--- src/rtl/instr_sequencer.sv ---
// Instruction issuer: streams a preloaded program onto the 13-bit instruction bus
// with valid/ready, inserting bubbles after each mul. Optional macro: ISSUE_STATS_EN.
module instr_sequencer #(
  parameter int DEPTH   = 16,
  parameter int AW      = $clog2(DEPTH),
  parameter int MUL_GAP = 2
) (
  input  logic          clk,
  input  logic          rst,
  input  logic          prog_we,
  input  logic [AW-1:0] prog_addr,
  input  logic [12:0]   prog_data,
  input  logic [AW:0]   prog_len,
  input  logic          start,
  input  logic          instr_ready,
  output logic [12:0]   instr,
  output logic          instr_valid,
  output logic          busy,
  output logic          done,
  output logic [AW-1:0] pc
`ifdef ISSUE_STATS_EN
  ,
  output logic [15:0]   stat_add,
  output logic [15:0]   stat_mul,
  output logic [15:0]   stat_load,
  output logic [15:0]   stat_store
`endif
);

  localparam int GW = (MUL_GAP > 1) ? $clog2(MUL_GAP) : 1;
  localparam logic [GW-1:0] GAP_INIT = GW'((MUL_GAP > 0) ? MUL_GAP - 1 : 0);
  localparam logic [1:0] OP_MUL = 2'b01;

  typedef enum logic [1:0] {
    IDLE,
    RUN,
    GAP
  } state_t;

  state_t        state_q, state_d;
  logic [12:0]   instr_q, instr_d;
  logic          valid_q, valid_d;
  logic          done_q, done_d;
  logic [AW-1:0] pc_q, pc_d;
  logic [AW:0]   len_q, len_d;
  logic [GW-1:0] gap_q, gap_d;
  logic [12:0]   buf_q [DEPTH];

  logic          xfer;
  logic          last;
  logic [AW-1:0] pc_next;

  assign xfer    = valid_q & instr_ready;
  assign last    = ({1'b0, pc_q} == (len_q - (AW+1)'(1)));
  assign pc_next = pc_q + AW'(1);

  // Buffer is storage only, never reset; read at start sees pre-write contents.
  always_ff @(posedge clk) begin
    if (state_q == IDLE && prog_we) begin
      buf_q[prog_addr] <= prog_data;
    end
  end

  always_comb begin
    state_d = state_q;
    instr_d = instr_q;
    valid_d = valid_q;
    done_d  = 1'b0;
    pc_d    = pc_q;
    len_d   = len_q;
    gap_d   = gap_q;
    case (state_q)
      IDLE: begin
        if (start) begin
          if (prog_len != '0) begin
            len_d   = prog_len;
            instr_d = buf_q[0];
            pc_d    = '0;
            valid_d = 1'b1;
            state_d = RUN;
          end else begin
            done_d = 1'b1;
          end
        end
      end
      RUN: begin
        if (xfer) begin
          if (last) begin
            valid_d = 1'b0;
            done_d  = 1'b1;
            state_d = IDLE;
          end else if (instr_q[12:11] == OP_MUL && MUL_GAP > 0) begin
            valid_d = 1'b0;
            gap_d   = GAP_INIT;
            state_d = GAP;
          end else begin
            instr_d = buf_q[pc_next];
            pc_d    = pc_next;
          end
        end
      end
      GAP: begin
        if (gap_q == '0) begin
          instr_d = buf_q[pc_next];
          pc_d    = pc_next;
          valid_d = 1'b1;
          state_d = RUN;
        end else begin
          gap_d = gap_q - GW'(1);
        end
      end
      default: state_d = IDLE;
    endcase
  end

  always_ff @(posedge clk or negedge rst) begin
    if (!rst) begin
      state_q <= IDLE;
      instr_q <= '0;
      valid_q <= 1'b0;
      done_q  <= 1'b0;
      pc_q    <= '0;
      len_q   <= '0;
      gap_q   <= '0;
    end else begin
      state_q <= state_d;
      instr_q <= instr_d;
      valid_q <= valid_d;
      done_q  <= done_d;
      pc_q    <= pc_d;
      len_q   <= len_d;
      gap_q   <= gap_d;
    end
  end

  assign instr       = instr_q;
  assign instr_valid = valid_q;
  assign busy        = (state_q != IDLE);
  assign done        = done_q;
  assign pc          = pc_q;

`ifdef ISSUE_STATS_EN
  // One saturating counter per opcode, indexed directly by the opcode field.
  logic [3:0][15:0] stat_q, stat_d;

  always_comb begin
    stat_d = stat_q;
    if (state_q == IDLE && start) begin
      stat_d = '0;
    end else if (xfer && stat_q[instr_q[12:11]] != '1) begin
      stat_d[instr_q[12:11]] = stat_q[instr_q[12:11]] + 16'd1;
    end
  end

  always_ff @(posedge clk or negedge rst) begin
    if (!rst) begin
      stat_q <= '0;
    end else begin
      stat_q <= stat_d;
    end
  end

  assign stat_add   = stat_q[0];
  assign stat_mul   = stat_q[1];
  assign stat_load  = stat_q[2];
  assign stat_store = stat_q[3];
`else
  // Issue statistics not built.
`endif

endmodule

--- config.mk ---
export PLATFORM = sky130hd
export DESIGN_NAME = instr_sequencer
export DESIGN_NICKNAME = d
export VERILOG_FILES = /design/src/rtl/instr_sequencer.sv
export SDC_FILE = /design/constraint.sdc
export NUM_CORES = 1
export LEC_CHECK = 0
export BUFFER_PORTS_ARGS = -buffer_cell sky130_fd_sc_hd__buf_2
export CAP_MARGIN = 25
export CORE_ASPECT_RATIO = 0.75
export CORE_UTILIZATION = 61
export CTS_BUF_LIST = sky130_fd_sc_hd__clkbuf_8 sky130_fd_sc_hd__clkbuf_16
export CTS_CLUSTER_DIAMETER = 150
export DETAILED_ROUTE_END_ITERATION = 16
export PLACE_DENSITY = 0.76
export SLEW_MARGIN = 10
export SYNTH_ARGS = -nofsm -noshare
export SYNTH_HDL_FRONTEND = slang
export SYNTH_SLANG_ARGS = --single-unit
--- constraint.sdc ---
create_clock -name clk -period 3.8 [get_ports clk]
set_clock_uncertainty 0.2 [all_clocks]
set_input_delay 0.76 -clock clk [delete_from_list [all_inputs] [get_ports clk]]
set_output_delay 0.76 -clock clk [all_outputs]
set_load 0.01 [all_outputs]
==> results.sh, run 1 <==
export IMPL_outcome="completed"
export IMPL_via_count=4870
export IMPL_cap_violations=0
export IMPL_relSlewSlack_pct=48.0
export IMPL_numCtsBuffers=23
export IMPL_required_ns=3.99
export IMPL_synth_async_sr_flop_share_pct=11.5
export IMPL_synth_edf_count=208
export IMPL_n_antenna_cell=0
export IMPL_routed_top_layer="met5"
export IMPL_netlist_top_cells_area="edfxtp_1, mux4_2, dfrtp_1"
export IMPL_yosys_most_used_dff="edfxtp_1"
export IMPL_rsz0062_at_grt="no"
export IMPL_drt_iter0_markers=505
export IMPL_grt_util_all_layers_pct=26.2
export IMPL_synth_top_cell_area_share_pct=65.6
export IMPL_start_util_pct=62.5
export IMPL_fp_dieH_um=110
export IMPL_drcViolationCount=0
export IMPL_synth_distinct_cells=50
export IMPL_cts_sinks=235
export IMPL_post_cts_setup_buffers=0
export IMPL_numPortBuffers=46
export IMPL_p_leak_nw=3.84
export IMPL_worstMarginPinSlew_ns=0.777
export IMPL_final_common_cell="edfxtp_1"
export IMPL_placedCellCount=733
export IMPL_dr_pass1_iters=5
export IMPL_wl_mm=20.0
export IMPL_cts_buffer_depth=3
export IMPL_syn_cell_area_sq_um=9520
export IMPL_path_max_fanout=33
export IMPL_path_class="flop to flop"
export IMPL_worstPathArrival_ns=3.10
export IMPL_hold_violations=0
export IMPL_syn_nets=514
export IMPL_setup_viol=0
export IMPL_hpwl_mm=11.8
export IMPL_area_growth_pct=14.0
export IMPL_syn_instance_count=481
export IMPL_grt_pass1_vias=4986
export IMPL_finalMaxSlewViolations=0
export IMPL_fp_row_count=39
export IMPL_core_sq_um=15200
export IMPL_met3_length_mm=1.50
export IMPL_grt_first_pass_wirelength_mm=30.1
export IMPL_final_cell_mix="edfxtp_1, mux4_2, buf_2, mux2i_1, dfrtp_1"
export IMPL_path_clk_slew_ns=0.06
export IMPL_p_per_area_nw_per_um2=754
export IMPL_die_area_sq_um=16100
export IMPL_htreeDepth=1
export IMPL_routed_via_density=6.29
export IMPL_clock_fmax_ghz=0.344
export IMPL_cts_hold_buffers=0
export IMPL_antenna_found_initial=1
export IMPL_cts_resized=0
export IMPL_endpoint_kind="flop"
export IMPL_ys_seq_area_share_pct=72.7
export IMPL_ys_warn_count=0
export IMPL_fin_setup_tns_ns=0
export IMPL_ios=47
export IMPL_fin_util_pct=71.3
export IMPL_met1_length_mm=8.30
export IMPL_met2_length_mm=9.81
export IMPL_clk_latency_ns=0.50
export IMPL_cts_tree="yes"
export IMPL_finalCritPeriodShare_pct=76.5
export IMPL_startpoint_type="flop"
export IMPL_synth_top_cell_by_area="edfxtp_1"
export IMPL_stdcell_count=774
export IMPL_overflow=0
export IMPL_drive_above_1_share_pct=33.2
export IMPL_wl_per_cell_um=25.9
export IMPL_hold_slack_ns=0.107
export IMPL_root_buffer="clkbuf_16"
export IMPL_final_antenna_net_count=0
export IMPL_nets=586
export IMPL_die_w_um=146
export IMPL_fin_crit_ns=2.91
export IMPL_ys_seq_elements=235
export IMPL_grt_max_degree=58
export IMPL_hp_class="input pin to asynchronous set/reset pin"
export IMPL_peakVddDrop_mv=0.478
export IMPL_synth_area_per_cell_sq_um=19.8
export IMPL_gp_congestion=0.809
## report_power, final
group | internal (mW) | leakage, nW | switching [mW] | total (mW)
logic | 1.33 | 1.26 | 1.49 | 2.82
clock network | 1.28 | 0.373 | 0.910 | 2.19
registers | 3.00 | 2.20 | 0.171 | 3.17
## flip-flops by register name, summed over array words and instances, names as in the netlist
signal and count:
buf_q 208, done 1, gap_q 1, instr 13, instr_valid 1, len_q 5, pc 4, state_q 2
## final timing paths
| check | from | to | slack (ns) | cells past startpoint |
|---|---|---|---|---|
| setup / recovery | pc[0] | instr[2] | 0.89 | 6 |
| min in group clk | instr[7] | instr[7] | 0.31 | 1 |
| setup reg to reg | pc[0] | instr[2] | 0.89 | 6 |
| hold / removal | rst | instr[7] | 0.11 | 1 |
| hold reg to reg | instr[7] | instr[7] | 0.31 | 1 |
| max in group asynchronous | rst | pc[0] | 2.77 | 1 |
## worst max-delay path, stage by stage, from the launching register on
cell,delay (ns)
dfrtp_4,0.49
ha_2,0.73
buf_12,0.31
mux4_2,0.33
mux2i_1,0.18
o221ai_1,0.20
mux2_2,0.32
## cells by family after synthesis
group	Yosys count	share of synthesized area, %
AND/OR/NAND/NOR	70	3.63
buffers and inverters	30	1.55
flip-flops	235	72.7
adder cells (fa/ha/maj)	6	0.789
multiplexers	97	17.3
AO/OA/AOI/OAI	36	3.25
XOR/XNOR	7	0.723
## through the flow
step / worst slack [ns] / area (sq um) / total power, mW
2_1_floorplan: 1.07 / 9520 / 5.27
3_3_place_gp: 0.969 / 10100 / 5.94
3_5_place_dp: 0.951 / 10100 / 6.02
4_1_cts: 0.889 / 10900 / 8.24
5_1_grt: 0.788 / 10900 / 8.55
6_report: 0.892 / 10900 / 8.18
## routing by layer
layer | GRT usage, % | vias to the layer above
li1 | - | 2119
met1 | 36.7 | 2497
met2 | 43.5 | 215
met3 | 4.28 | 37
met4 | 7.66 | 2
met5 | 0 | -
## cell usage after synthesis, drive strengths merged, types with 2 or more instances
cell type,number
a32o,3
a211oi,2
a211o,2
mux2,18
xnor2,3
mux2i,27
o211ai,2
mux4,52
xor2,4
clkbuf,10
edfxtp,208
o221ai,13
buf,11
nor3,6
nor2,20
or2,3
inv,9
ha,6
a21oi,3
nand2b,4
dfrtp,27
nand4b,2
nand2,24
nand3,3
## area by class of cell
type | instances | area [sq um]
clock buffer | 25 | 603
clock inverter | 16 | 131
fill | 933 | 4370
inverter | 9 | 33.8
multi-input combinational | 216 | 2480
sequential | 235 | 6930
tap | 205 | 256
timing repair buffer | 68 | 420
Power figures use the tool's default switching activity.
==> run 2, diff against run 1 <==
- ABC_AREA: not set -> 1
- clock period: 3.8 -> 2.9 ns (I/O delays scaled with it)
==> run 2 against run 1 <==
Net effect:
- worst setup slack got worse by 0.68 ns
- register-to-register slack got worse by 0.68 ns
- die area is 9.4% higher
- critical endpoint is now instr[11]
- area after synthesis increased by 9.5%
- non-clock buffer count increased by 17
- hold slack improved by 0.022 ns
- critical path depth up 4
- critical path type unchanged
==> results.sh, run 2 <==
export IMPL_worstReg2RegEnd="instr[11]"
export IMPL_cts_sinks=235
export IMPL_yosysMostFrequentCell="nand2_1"
export IMPL_finalCritPeriodShare_pct=92.8
export IMPL_rsz0062_at_grt="no"
export IMPL_cap_violations=0
export IMPL_synth_top_cell_by_area="edfxtp_1"
export IMPL_path_class="flop to flop"
export IMPL_endpoint_kind="flop"
export IMPL_synth_compound_area_share_pct=3.21
export IMPL_hpwl_mm=14.8
export IMPL_relSlewSlack_pct=54.9
export IMPL_synth_top_cell_area_share_pct=59.9
export IMPL_r2r_setup_slack_ns=0.21
export IMPL_gp_congestion=0.895
export IMPL_stdcell_count=1328
export IMPL_fp_row_count=40
export IMPL_area_growth_pct=12.6
export IMPL_antenna_found_initial=1
export IMPL_ios=47
export IMPL_overflow=0
export IMPL_fp_dieH_um=115
export IMPL_syn_nets=1076
export IMPL_path_max_fanout=21
export IMPL_die_area_sq_um=17600
export IMPL_die_w_um=153
export IMPL_hp_class="input pin to flop"
export IMPL_synth_xor_area_share_pct=0.552
export IMPL_peakVddDrop_mv=0.483
export IMPL_routed_via_density=5.47
export IMPL_outcome="completed"
export IMPL_required_ns=3.14
export IMPL_wl_per_cell_um=17.5
export IMPL_ys_seq_area_share_pct=66.4
export IMPL_hold_violations=0
export IMPL_top_register="buf_q"
export IMPL_setup_viol=0
export IMPL_fin_crit_ns=2.69
export IMPL_grt_pass1_vias=7057
export IMPL_p_per_area_nw_per_um2=946
export IMPL_final_cell_mix="nand2_1, edfxtp_1, inv_1, nand3_1, nor2_1"
export IMPL_grt_max_degree=68
export IMPL_dp_slack_ns=0.174
export IMPL_n_antenna_cell=0
export IMPL_finalMaxSlewViolations=0
export IMPL_cts_tree="yes"
export IMPL_synth_async_sr_flop_share_pct=11.5
export IMPL_yosys_most_used_dff="edfxtp_1"
export IMPL_startpoint_type="flop"
export IMPL_r2r_cells=10
export IMPL_synth_top_family_by_area="simple AND/OR/NAND/NOR gates"
export IMPL_clock_fmax_ghz=0.372
export IMPL_yosys_area_share_adder_pct=0.720
export IMPL_path_clk_slew_ns=0.07
export IMPL_worstMarginPinSlew_ns=0.677
export IMPL_reg2reg_from="state_q[1]"
export IMPL_synth_edf_count=208
export IMPL_synthMuxAreaShare_pct=0.216
export IMPL_grt_util_all_layers_pct=27.4
export IMPL_final_antenna_net_count=0
export IMPL_power_total_mw=11.1
export IMPL_root_buffer="clkbuf_16"
export IMPL_drcViolationCount=0
export IMPL_start_util_pct=63.7
export IMPL_dr_pass1_iters=6
export IMPL_nets=1137
export IMPL_core_sq_um=16400
export IMPL_ys_seq_elements=235
export IMPL_numPortBuffers=46
export IMPL_via_count=7260
export IMPL_crit_path_start="state_q[1]"
export IMPL_endpoint="instr[11]"
export IMPL_synth_distinct_cells=27
export IMPL_numCtsBuffers=22
export IMPL_wl_mm=23.2
export IMPL_grt_first_pass_wirelength_mm=36.6
export IMPL_netlist_top_cells_area="edfxtp_1, nand2_1, dfrtp_1"
export IMPL_syn_cell_area_sq_um=10400
export IMPL_p_leak_nw=5.04
export IMPL_synth_area_per_cell_sq_um=9.99
export IMPL_clk_latency_ns=0.50
export IMPL_fin_ws_ns=0.209
export IMPL_ys_warn_count=0
export IMPL_htreeDepth=1
export IMPL_drive_above_1_share_pct=12.3
export IMPL_drt_iter0_markers=704
export IMPL_final_common_cell="nand2_1"
export IMPL_ys_top_cells_by_count="nand2_1, edfxtp_1, inv_1"
export IMPL_cts_buffer_depth=3
export IMPL_syn_instance_count=1043
export IMPL_fin_setup_tns_ns=0
export IMPL_post_cts_setup_buffers=0
export IMPL_placedCellCount=1289
export IMPL_largest_reg_flops=208
export IMPL_worstPathArrival_ns=2.93
export IMPL_synthSimpleGateAreaFrac_pct=21.8
==> run 2: cell types whose count changed after synthesis, sizes merged, moves of 16 or more <==
cell / before / now
buf: 11 / 31
inv: 9 / 133
mux2: 18 / 2
mux2i: 27 / 0
mux4: 52 / 0
nand2: 24 / 326
nand3: 3 / 124
nor2: 20 / 93
o21ai: 1 / 39
==> run 2: logic make-up after synthesis <==
family                     Yosys count
buffers and inverters              182
AOI/OAI and AO/OA                   60
adders and majority gates            6
xor gates and xnor gates             4
DFF                                235
muxes                                2
and+or+nand+nor                    554
==> run 2: critical path: stages, from the launching register on <==
cell,delay [ns]
dfrtp_1,0.40
inv_1,0.11
ha_1,0.27
inv_1,0.11
a21oi_1,0.23
a21oi_1,0.08
nor2_2,0.53
nand2_2,0.40
inv_1,0.17
nand2_1,0.07
nand2_1,0.05
==> run 2: where the power goes <==
part / internal [mW] / leakage [nW] / total, mW / switching (mW)
sequential: 3.93 / 2.20 / 4.09 / 0.159
clock: 1.62 / 0.358 / 2.78 / 1.17
combinational: 1.36 / 2.48 / 4.23 / 2.87
total: 6.91 / 5.04 / 11.1 / 4.20
==> run 2: cell type report <==
cell class / count / area (sq um)
multi-input cells: 626 / 2800
clock buffers: 27 / 631
well taps: 210 / 263
flip-flops and latches: 235 / 6930
clock inverters: 11 / 70.1
fillers: 1164 / 4630
inverters: 134 / 503
repair buffers: 85 / 546
==> run 2: how the worst min path moves through the flow <==
stage / from / to / slack (ns) / depth (start not counted)
6_report: prog_len[2] / len_q[2] / 0.13 / 2
2_1_floorplan: rst / done / 0.08 / 0
3_5_place_dp: instr_valid / instr_valid / 0.29 / 2
4_1_cts: prog_len[2] / len_q[2] / 0.12 / 2
5_1_grt: prog_len[3] / len_q[3] / 0.13 / 2
3_3_place_gp: instr_valid / instr_valid / 0.28 / 2
==> run 2: through the flow <==
step                instance area (sq um)  util (%)  hold slack [ns]
detailed placement                  11000      67.4            0.286
global placement                    11000      67.3            0.281
floorplan                           10400         -           0.0844
global route                        11700      71.7            0.134
finish                              11700      71.7            0.129
CTS                                 11700      71.7            0.119
==> run 2: metal layers <==
metal / GRT usage, % / vias to the layer above / routed length [um] / part of all wire [%]
met3: 4.75 / 55 / 1930 / 8.3
met5: 0 / - / 17 / 0.073
met2: 45.6 / 306 / 10800 / 47
li1: - / 3526 / - / -
met4: 10.3 / 2 / 772 / 3.3
met1: 36.8 / 3371 / 9660 / 42
==> run 2: timing repair <==
action | CTS | global route
hold endpoints to repair | 27 | 0
setup endpoints to repair | 0 | 1
hold buffers | 1 | 0
gates resized for setup | 0 | 1
==> run 3, diff against run 2 <==
- MAX_ROUTING_LAYER: not set -> met4
- SLEW_MARGIN: 10 -> not set
==> run 3 against run 2 <==
Net effect:
- cell area decreased by 0.17%
- power decreased by 0.97%
- wire length decreased by 0.30%
- combinational power about the same
- clock power decreased by 4%
- via count decreased by 1.3%
- final cell count increased by 0.15%
- critical path depth increased by 2
- global-route usage increased by 0.86 points
- utilization decreased by 0.12 points
- die area unchanged
- critical path type unchanged
- critical endpoint unchanged
- highest routed layer is now met4
==> results.sh, run 3 (synthesis gave the netlist of run 2 again) <==
export IMPL_outcome="completed"
export IMPL_required_ns=3.09
export IMPL_wl_mm=23.1
export IMPL_overflow=0
export IMPL_cts_tree="yes"
export IMPL_top_register="buf_q"
export IMPL_htreeDepth=1
export IMPL_p_per_area_nw_per_um2=939
export IMPL_numCtsBuffers=22
export IMPL_clock_fmax_ghz=0.388
export IMPL_min_from="prog_len[2]"
export IMPL_dr_pass1_iters=5
export IMPL_nets=1137
export IMPL_drcViolationCount=0
export IMPL_cts_buffer_depth=3
export IMPL_cp_buffers_inverters=3
export IMPL_fp_row_count=40
export IMPL_p_int_mw=6.80
export IMPL_peakVddDrop_mv=0.552
export IMPL_p_leak_nw=5.03
export IMPL_crit_family="simple AND/OR/NAND/NOR gates"
export IMPL_largest_reg_flops=208
export IMPL_crit_top_cell="nand2_1"
export IMPL_relSlewSlack_pct=55.0
export IMPL_drt_iter0_markers=740
export IMPL_pwr_share_clk_pct=24.4
export IMPL_hp_class="input pin to flop"
export IMPL_start_util_pct=63.7
export IMPL_drive_above_1_share_pct=12.2
export IMPL_startpoint_type="flop"
export IMPL_final_cell_mix="nand2_1, edfxtp_1, inv_1, nand3_1, nor2_1"
export IMPL_p_switching_mw=4.20
export IMPL_clk_latency_ns=0.51
export IMPL_grt_max_degree=68
export IMPL_p_sw_share_pct=38.2
export IMPL_gp_congestion=0.910
export IMPL_wl_per_cell_um=17.4
export IMPL_grt_pass1_vias=6971
export IMPL_grt_first_pass_wirelength_mm=36.7
export IMPL_routed_via_density=5.39
export IMPL_path_class="flop to flop"
export IMPL_fin_util_pct=71.6
export IMPL_placed_area_sq_um=11000
export IMPL_finalCritPeriodShare_pct=88.8
export IMPL_antenna_found_initial=2
export IMPL_rsz0062_at_grt="no"
export IMPL_setup_viol=0
export IMPL_endpoint_kind="flop"
export IMPL_die_area_sq_um=17600
export IMPL_stdcell_area_sq_um=11700
export IMPL_finalMaxSlewViolations=0
export IMPL_final_antenna_net_count=0
export IMPL_fill_cells=1170
export IMPL_cap_violations=0
export IMPL_worstMarginPinSlew_ns=0.675
export IMPL_hold_slack_ns=0.133
export IMPL_hold_violations=0
export IMPL_fin_crit_ns=2.58
export IMPL_power_total_mw=11.0
export IMPL_hpwl_mm=14.8
export IMPL_area_growth_pct=12.4
export IMPL_path_max_fanout=55
export IMPL_comb_power_share_pct=38.4
export IMPL_slowest_stage="dfrtp_4"
export IMPL_path_clk_slew_ns=0.06
export IMPL_root_buffer="clkbuf_16"
export IMPL_fp_dieH_um=115
export IMPL_fin_setup_tns_ns=0
export IMPL_die_w_um=153
export IMPL_max_stage_delay_ns=0.41
export IMPL_cts_sinks=235
export IMPL_worstPathArrival_ns=2.77
export IMPL_final_common_cell="nand2_1"
export IMPL_grt_util_all_layers_pct=28.3
export IMPL_pwr_share_seq_pct=37.2
export IMPL_core_sq_um=16400
export IMPL_numPortBuffers=46
export IMPL_cp_cell_sequence="buf_6 > inv_2 > nand2_1 > nand2_1 > nor2_1 > nand2_1 > nor2_1 > nand3_2 > nand2_2 > inv_1 > nand2_1 > nand2_1"
export IMPL_crit_path_start="pc[0]"
export IMPL_via_count=7169
export IMPL_reg2reg_from="pc[0]"
export IMPL_ios=47
[run 3: final timing paths]
kind | endpoint | slack (ns) | cells after the start
max | instr[11] | 0.32 | 12
min | len_q[2] | 0.13 | 2
max reg2reg | instr[11] | 0.32 | 12
min reg2reg | instr_valid | 0.30 | 2
max in group asynchronous | pc[0] | 1.61 | 2
min in group asynchronous | instr_valid | 0.43 | 2
[run 3: what timing repair did]
action	CTS	global route
endpoints found under the setup margin	0	2
gates resized for setup	0	2
hold endpoints to repair	27	0
buffers inserted	0	0
hold buffers	1	0
[run 3: power by group through the flow]
stage	Clock, mW	Combinational, mW	Sequential [mW]
after floorplan	0	2.94	4.16
after global placement	0	4.05	4.15
after detailed placement	0	4.17	4.15
after CTS	2.71	4.19	4.09
after global routing	2.83	4.72	4.11
final	2.68	4.22	4.09
[run 3: layout make-up]
class	instances	area, sq um	share of cell area (%)
Clock buffer	23	564	4.82
Antenna cell	2	5.00	0.0427
Tap cell	210	263	2.24
Inverter	134	503	4.29
Clock inverter	15	103	0.876
Multi-Input combinational cell	626	2810	23.9
Timing Repair Buffer	85	549	4.69
Sequential cell	235	6930	59.1
[run 3: per-layer routing]
metal	global-route usage, %	up-vias	share of wire (%)
li1	-	3524	-
met1	37.6	3315	42
met2	45.5	285	47
met3	4.07	45	8.1
met4	9.16	0	2.9
met5	-	-	0
[run 3: metrics by stage]
step / std cells / worst slack, ns
after floorplan: 1043 / 0.448
after global placement: 1288 / 0.251
after detailed placement: 1289 / 0.201
after CTS: 1328 / 0.172
after global routing: 1330 / 0.179
final: 1330 / 0.324
